### config.mk
export PLATFORM = sky130hd
export DESIGN_NAME = pipe_regfile
export DESIGN_NICKNAME = d
export VERILOG_FILES = /design/src/rtl/regfile_pkg.sv /design/src/rtl/regfile_scoreboard.sv /design/src/rtl/pipe_regfile.sv
export SDC_FILE = /design/constraint.sdc
export NUM_CORES = 2
export LEC_CHECK = 0
export ABC_AREA = 1
export CAP_MARGIN = 5
export CORE_MARGIN = 1.5
export CORE_UTILIZATION = 53
export CTS_CLUSTER_SIZE = 16
export DETAILED_ROUTE_END_ITERATION = 8
export PLACE_DENSITY_LB_ADDON = 0.25
export REMOVE_ABC_BUFFERS = 1
export SYNTH_ARGS = -nofsm -noshare
export SYNTH_HDL_FRONTEND = slang
export SYNTH_HIERARCHICAL = 1
export SYNTH_SLANG_ARGS = --single-unit
### constraint.sdc
create_clock -name clk -period 58.5 [get_ports clk]
set_input_delay 11.7 -clock clk [delete_from_list [all_inputs] [get_ports clk]]
set_output_delay 11.7 -clock clk [all_outputs]
set_load 0.01 [all_outputs]
### src/rtl/regfile_pkg.sv
// Shared definitions for the pipelined register file.
// Holds the default geometry and the word/address types used by the
// register file, its busy scoreboard and anything that talks to them.
package regfile_pkg;

  localparam int unsigned DATA_W_DEF   = 32;
  localparam int unsigned NUM_REGS_DEF = 16;
  localparam int unsigned ADDR_W_DEF   = 5;

  typedef logic [DATA_W_DEF-1:0] word_t;
  typedef logic [ADDR_W_DEF-1:0] addr_t;

endpackage

### src/rtl/regfile_scoreboard.sv
// Busy-bit scoreboard: one pending-write flag per architectural register.
// Ports:
//   clk, reset            clock, asynchronous active-high reset
//   set_en, set_addr      mark a destination as pending
//   clr_en, clr_addr      retire a pending destination (the register write)
//   rs, rt                lookup addresses
//   rs_busy, rt_busy      pending status for rs/rt
module regfile_scoreboard
  import regfile_pkg::*;
#(
  parameter int unsigned NUM_REGS = NUM_REGS_DEF,
  parameter int unsigned ADDR_W   = ADDR_W_DEF,
  parameter int unsigned ZERO_REG = 1
) (
  input  logic              clk,
  input  logic              reset,
  input  logic              set_en,
  input  logic [ADDR_W-1:0] set_addr,
  input  logic              clr_en,
  input  logic [ADDR_W-1:0] clr_addr,
  input  logic [ADDR_W-1:0] rs,
  input  logic [ADDR_W-1:0] rt,
  output logic              rs_busy,
  output logic              rt_busy
);

  logic [NUM_REGS-1:0] busy_q;
  logic [NUM_REGS-1:0] busy_d;
  logic                set_ok;
  logic                clr_ok;
  logic                rs_hit;
  logic                rt_hit;

  assign set_ok = set_en && (32'(set_addr) < NUM_REGS) &&
                  !((ZERO_REG != 0) && (set_addr == '0));
  assign clr_ok = clr_en && (32'(clr_addr) < NUM_REGS);

  // Set is applied after clear so a newer producer keeps the bit.
  always_comb begin
    busy_d = busy_q;
    for (int unsigned i = 0; i < NUM_REGS; i++) begin
      if (clr_ok && (clr_addr == ADDR_W'(i))) busy_d[i] = 1'b0;
      if (set_ok && (set_addr == ADDR_W'(i))) busy_d[i] = 1'b1;
    end
  end

  always_ff @(posedge clk or posedge reset) begin
    if (reset) busy_q <= '0;
    else       busy_q <= busy_d;
  end

  // Lookup by match loop; out-of-range addresses simply never hit.
  always_comb begin
    rs_hit = 1'b0;
    rt_hit = 1'b0;
    for (int unsigned i = 0; i < NUM_REGS; i++) begin
      if (rs == ADDR_W'(i)) rs_hit = busy_q[i];
      if (rt == ADDR_W'(i)) rt_hit = busy_q[i];
    end
  end

  // A same-cycle write to the address is being forwarded, so it is not busy
  // unless a new producer claims that register in the same cycle.
  always_comb begin
    rs_busy = rs_hit;
    rt_busy = rt_hit;
    if (clr_ok && (clr_addr == rs) && !(set_ok && (set_addr == rs))) rs_busy = 1'b0;
    if (clr_ok && (clr_addr == rt) && !(set_ok && (set_addr == rt))) rt_busy = 1'b0;
    if (reset) begin
      rs_busy = 1'b0;
      rt_busy = 1'b0;
    end
  end

endmodule

### src/rtl/pipe_regfile.sv
// Two-read, one-write register file with same-cycle write forwarding and a
// busy scoreboard for pending destinations.
// Ports:
//   clk, reset                     clock, asynchronous active-high reset
//   rs, rt / A, B                  read addresses / combinational read data
//   rd, write_data, reg_write      write port
//   busy_set, busy_rd              mark destination busy_rd as pending
//   rs_busy, rt_busy               pending status of rs/rt
module pipe_regfile
  import regfile_pkg::*;
#(
  parameter int unsigned DATA_W   = DATA_W_DEF,
  parameter int unsigned NUM_REGS = NUM_REGS_DEF,
  parameter int unsigned ADDR_W   = ADDR_W_DEF,
  parameter int unsigned ZERO_REG = 1
) (
  input  logic              clk,
  input  logic              reset,
  input  logic [ADDR_W-1:0] rs,
  input  logic [ADDR_W-1:0] rt,
  output logic [DATA_W-1:0] A,
  output logic [DATA_W-1:0] B,
  input  logic [ADDR_W-1:0] rd,
  input  logic [DATA_W-1:0] write_data,
  input  logic              reg_write,
  input  logic              busy_set,
  input  logic [ADDR_W-1:0] busy_rd,
  output logic              rs_busy,
  output logic              rt_busy
);

  logic [DATA_W-1:0] regs_q [NUM_REGS];
  logic              wr_en;
  logic              rs_ok;
  logic              rt_ok;

  // Readable/writable: in range and not the hardwired zero register.
  function automatic logic addr_ok(input logic [ADDR_W-1:0] a);
    return (32'(a) < NUM_REGS) && !((ZERO_REG != 0) && (a == '0));
  endfunction

  assign wr_en = !reset && reg_write && addr_ok(rd);
  assign rs_ok = !reset && addr_ok(rs);
  assign rt_ok = !reset && addr_ok(rt);

  always_ff @(posedge clk or posedge reset) begin
    if (reset) begin
      for (int unsigned i = 0; i < NUM_REGS; i++) regs_q[i] <= '0;
    end else if (wr_en) begin
      for (int unsigned i = 0; i < NUM_REGS; i++) begin
        if (rd == ADDR_W'(i)) regs_q[i] <= write_data;
      end
    end
  end

  always_comb begin
    A = '0;
    B = '0;
    for (int unsigned i = 0; i < NUM_REGS; i++) begin
      if (rs == ADDR_W'(i)) A = regs_q[i];
      if (rt == ADDR_W'(i)) B = regs_q[i];
    end
    if (wr_en && (rd == rs)) A = write_data;
    if (wr_en && (rd == rt)) B = write_data;
    if (!rs_ok) A = '0;
    if (!rt_ok) B = '0;
  end

  regfile_scoreboard #(
    .NUM_REGS (NUM_REGS),
    .ADDR_W   (ADDR_W),
    .ZERO_REG (ZERO_REG)
  ) u_scoreboard (
    .clk      (clk),
    .reset    (reset),
    .set_en   (busy_set),
    .set_addr (busy_rd),
    .clr_en   (reg_write),
    .clr_addr (rd),
    .rs       (rs),
    .rt       (rt),
    .rs_busy  (rs_busy),
    .rt_busy  (rt_busy)
  );

endmodule

==> summary.md <==
## Worst setup path
• endpoint required time on the critical path: 46,800 ps
• R2R cell count: 2
• RR Startpoint: regs_q[374]$_DFFE_PP0P_
• maximum fanout along the worst path: 113
• Setup crit start: reset
• critical path class: in2out
• data arrival at the endpoint of the critical path: 16,200 ps
• startpoint class of the critical path: input port
• Worst path max stage delay: 820 ps
• internal reg-to-reg setup slack: 57,710 ps
• worst path cell trace: clkdlybuf4s50_1 > inv_8 > nand2_1 > nor2_2 > nand2_1 > nor3_1 > nand2_2 > buf_4 > inv_1 > buf_4 > a21oi_1 > a21oi_1 > clkdlybuf4s50_1
• endpoint of the worst-slack reg-to-reg timing path: regs_q[374]$_DFFE_PP0P_
• Buf/Inv on CP: 6
• type of element capturing the critical path: output pin
• library cell contributing the largest single delay on the critical path: nor2_2
• critical path's top delay family: buffers and inverters

## Run
• maxcap violations: 0

## STA
• fin crit period: 27,900 ps
• max frequency: 35.8 MHz
• number of failing setup endpoints in the final timing report: 0
• worst slew margin relative to its limit: 13.3%
• Final Hold Slack: 403 ps
• total count of max-transition violations in the final report: 0
• Hold Violations, Final: 0
• transition time at the pin with the least slew margin: 1300 ps
• setup repair after global routing missed its margin: false
• final setup skew: 0 ps
• fin worst setup slack: 30,600 ps
• final-layout setup total negative slack: 0 ps
• post-route fraction of the period consumed by the critical path: 47.7%

## Worst hold path
• Hold Path Cell Cnt: 0
• kind of path behind the tightest hold check: reg2reg
• HP Start: regs_q[484]$_DFFE_PP0P_
• Endpoint, Worst Hold: regs_q[484]$_DFFE_PP0P_

## Pwr
• leakage power total: 15.0 nW
• clock group share of total power: 40.1%
• internal power summed over all cells: 0.000662 W
• PwrDens: 28.1 mW/mm2
• net switching power: 0.000253 W
• sequential cell fraction of total power: 48.6%
• Switching Share: 27.6%
• part of the total power dissipated in combinational logic: 11.3%
• worst supply voltage drop on vdd: 0.0000229 V

## Cells and area
• growth of design area from synthesis to finish: 11.7%
• net total in the final layout: 4,208
• share of cells above drive strength 1: 5.95%
• count of fill cells added during filler insertion: 4,966
• final antenna diode count: 0

## Floorplan
• die footprint: 0.0565 mm2
• io pins: 122
• count of standard-cell rows: 85
• initial core utilization: 53.9%
• floorplan core area: 0.0541 mm2
• Die W: 238 um
• die outline height: 238 um

## Clock tree
• Clock Tree Root: clkbuf_16
• clock buffers created by TritonCTS: 57
• Reg clk slew, reported paths: 60 ps
• hold_buf cts: 0
• Post-CTS Setup Bufs: 0
• clock sink total: 528
• cts repair resizes: 0
• latest clock arrival within the worst-skew pair: 610 ps
• Clock Tree Buf Depth: 3
• TritonCTS clock tree: built
• H-Tree Level Count: 2

## Global route
• global-route wire length before repair: 152,000 um
• antenna violations before repair: 2
• remaining global-route overflow: 0
• vias in the first global route: 26,200
• global-route usage over all layers: 35.1%
• pin count of the biggest net entering global routing: 127

## Synthesis
• largest family of logic cells by synthesized area: simple AND/OR/NAND/NOR gates
• synthesized-area fraction occupied by and/or/nand/nor cells: 31.4%
• fraction of synthesized area in multiplexers: 0%
• number of unique standard cell types used by synthesis: 40
• cells after synthesis: 4,210
• Post-synth EDFFs: 0
• fraction of registers with async set or reset after synthesis: 100%
• synthesized flop and latch total: 528
• most used flip-flop cell after synthesis: dfrtp_1
• Syn. warnings: 6
• Avg Cell Area, Syn: 6.93 um2
• adder-cell share of the synthesized area: 0%
• cell area after synthesis: 0.0292 mm2
• sequential element share of the synthesized area: 45.3%
• area share of xor/xnor cells in the synthesized design: 0.570%
• share of the synthesized area in compound gates (AO/OA/AOI/OAI): 13.6%

## Drt
• initial detailed-routing violation count: 3,697
• Vias/cell: 5.83
• drc violations: 0
• final routed wirelength across all metal layers: 98,800 um
• number of optimization iterations in the first detailed-route pass: 6
• vias after detailed routing: 28,500
• post-route ant nets: 0
• DR WL/cell: 20.2 um

## Placement
• post-detail-place hpwl: 58,700 um
• worst setup timing slack at the placement stage: 30,630 ps
• count of input and output buffers: 121
• routability congestion estimate: 0.999

## Outcome
• outcome: finished, final reports clean

## flip-flops by register name, summed over array words and instances, names as in the netlist
signal / count
u_scoreboard/busy_q: 16
regs_q: 512
## power by group through the flow
stage | logic (W) | registers [W] | clock network, W
after detailed placement | 0.000102 | 0.000449 | 0
after floorplan | 0.0000693 | 0.000442 | 0
after CTS | 0.000103 | 0.000443 | 0.000369
after global routing | 0.000119 | 0.000450 | 0.000384
after global placement | 0.0000988 | 0.000448 | 0
final | 0.000104 | 0.000445 | 0.000367
## cell usage in the layout, fill, tap and decap left out, types with 3 or more instances in the layout
master | netlist | final
nor2_1 | 223 | 202
clkinv_2 | 0 | 16
o21ai_0 | 607 | 607
nand4_1 | 184 | 184
clkinv_1 | 9 | 9
nand2_1 | 1555 | 1552
or2_0 | 23 | 23
xnor2_1 | 6 | 6
buf_4 | 5 | 49
clkdlybuf4s50_1 | 0 | 121
clkbuf_16 | 0 | 59
or2_2 | 15 | 15
xor2_1 | 13 | 13
bufinv_16 | 0 | 3
nor2_4 | 3 | 11
nand2_2 | 1 | 4
o22ai_1 | 5 | 5
nand3_1 | 130 | 115
nand3_2 | 6 | 17
o21ai_1 | 31 | 31
nor3_1 | 21 | 21
nand3_4 | 0 | 4
dfrtp_1 | 528 | 528
nor2_2 | 10 | 23
clkbuf_8 | 0 | 14
clkbuf_1 | 237 | 11
a21oi_1 | 122 | 122
inv_2 | 26 | 27
nor3b_1 | 3 | 3
inv_1 | 362 | 360
o21bai_1 | 9 | 9
or2_1 | 18 | 18
## logic make-up (layout without fill, tap and decap cells)
kind of cell / count (synthesis) / in the layout
simple gates: 2195 / 2195
compound gates: 782 / 782
xor+xnor: 19 / 19
buf+inv: 686 / 675
flops: 528 / 528
## routing by layer
metal	GRT usage, %	share of wire [%]	wire length (um)
met5	0	0.017	17
met4	17.3	5.4	5320
met3	8.23	12	12000
met2	51.6	41	41000
met1	48.7	41	40500
## through the flow
step	instances	util, %	total power (W)	instance area [um2]
floorplan	3922	-	0.000511	28000
global placement	4789	56.7	0.000547	30700
detailed placement	4789	56.7	0.000551	30700
CTS	4895	60.2	0.000915	32600
global route	4895	60.2	0.000953	32600
finish	4895	60.2	0.000915	32600
## cell usage after synthesis, types with 15 or more instances
cell / count / share of area, %
buf_2: 42 / 0.72
nand4_1: 184 / 3.9
o21ai_1: 31 / 0.53
inv_2: 26 / 0.33
o21ai_0: 607 / 10
or2_2: 15 / 0.32
dfrtp_1: 528 / 45
clkbuf_1: 237 / 3.0
nor3_1: 21 / 0.36
a21oi_1: 122 / 2.1
or2_1: 18 / 0.39
or2_0: 23 / 0.49
nor2_1: 223 / 2.9
inv_1: 362 / 4.7
nand2_1: 1555 / 20
nand3_1: 130 / 2.2
## final cells by class
cell class	instances	area [um2]	share of cell area, %
flip-flops and latches	528	13200	40.5
clock inverters	22	194	0.595
clock buffers	84	1710	5.25
inverters	398	1520	4.65
repair buffers	171	1600	4.91
well taps	696	871	2.67
multi-input cells	2996	13500	41.4
## worst max-delay path by stage
stage,to,cells after the start
after CTS,B[23],13
final,B[27],13
after global routing,B[23],13
after global placement,B[27],13
after detailed placement,B[23],13
after floorplan,B[0],9
No activity file was read; power rests on OpenSTA's default activity.
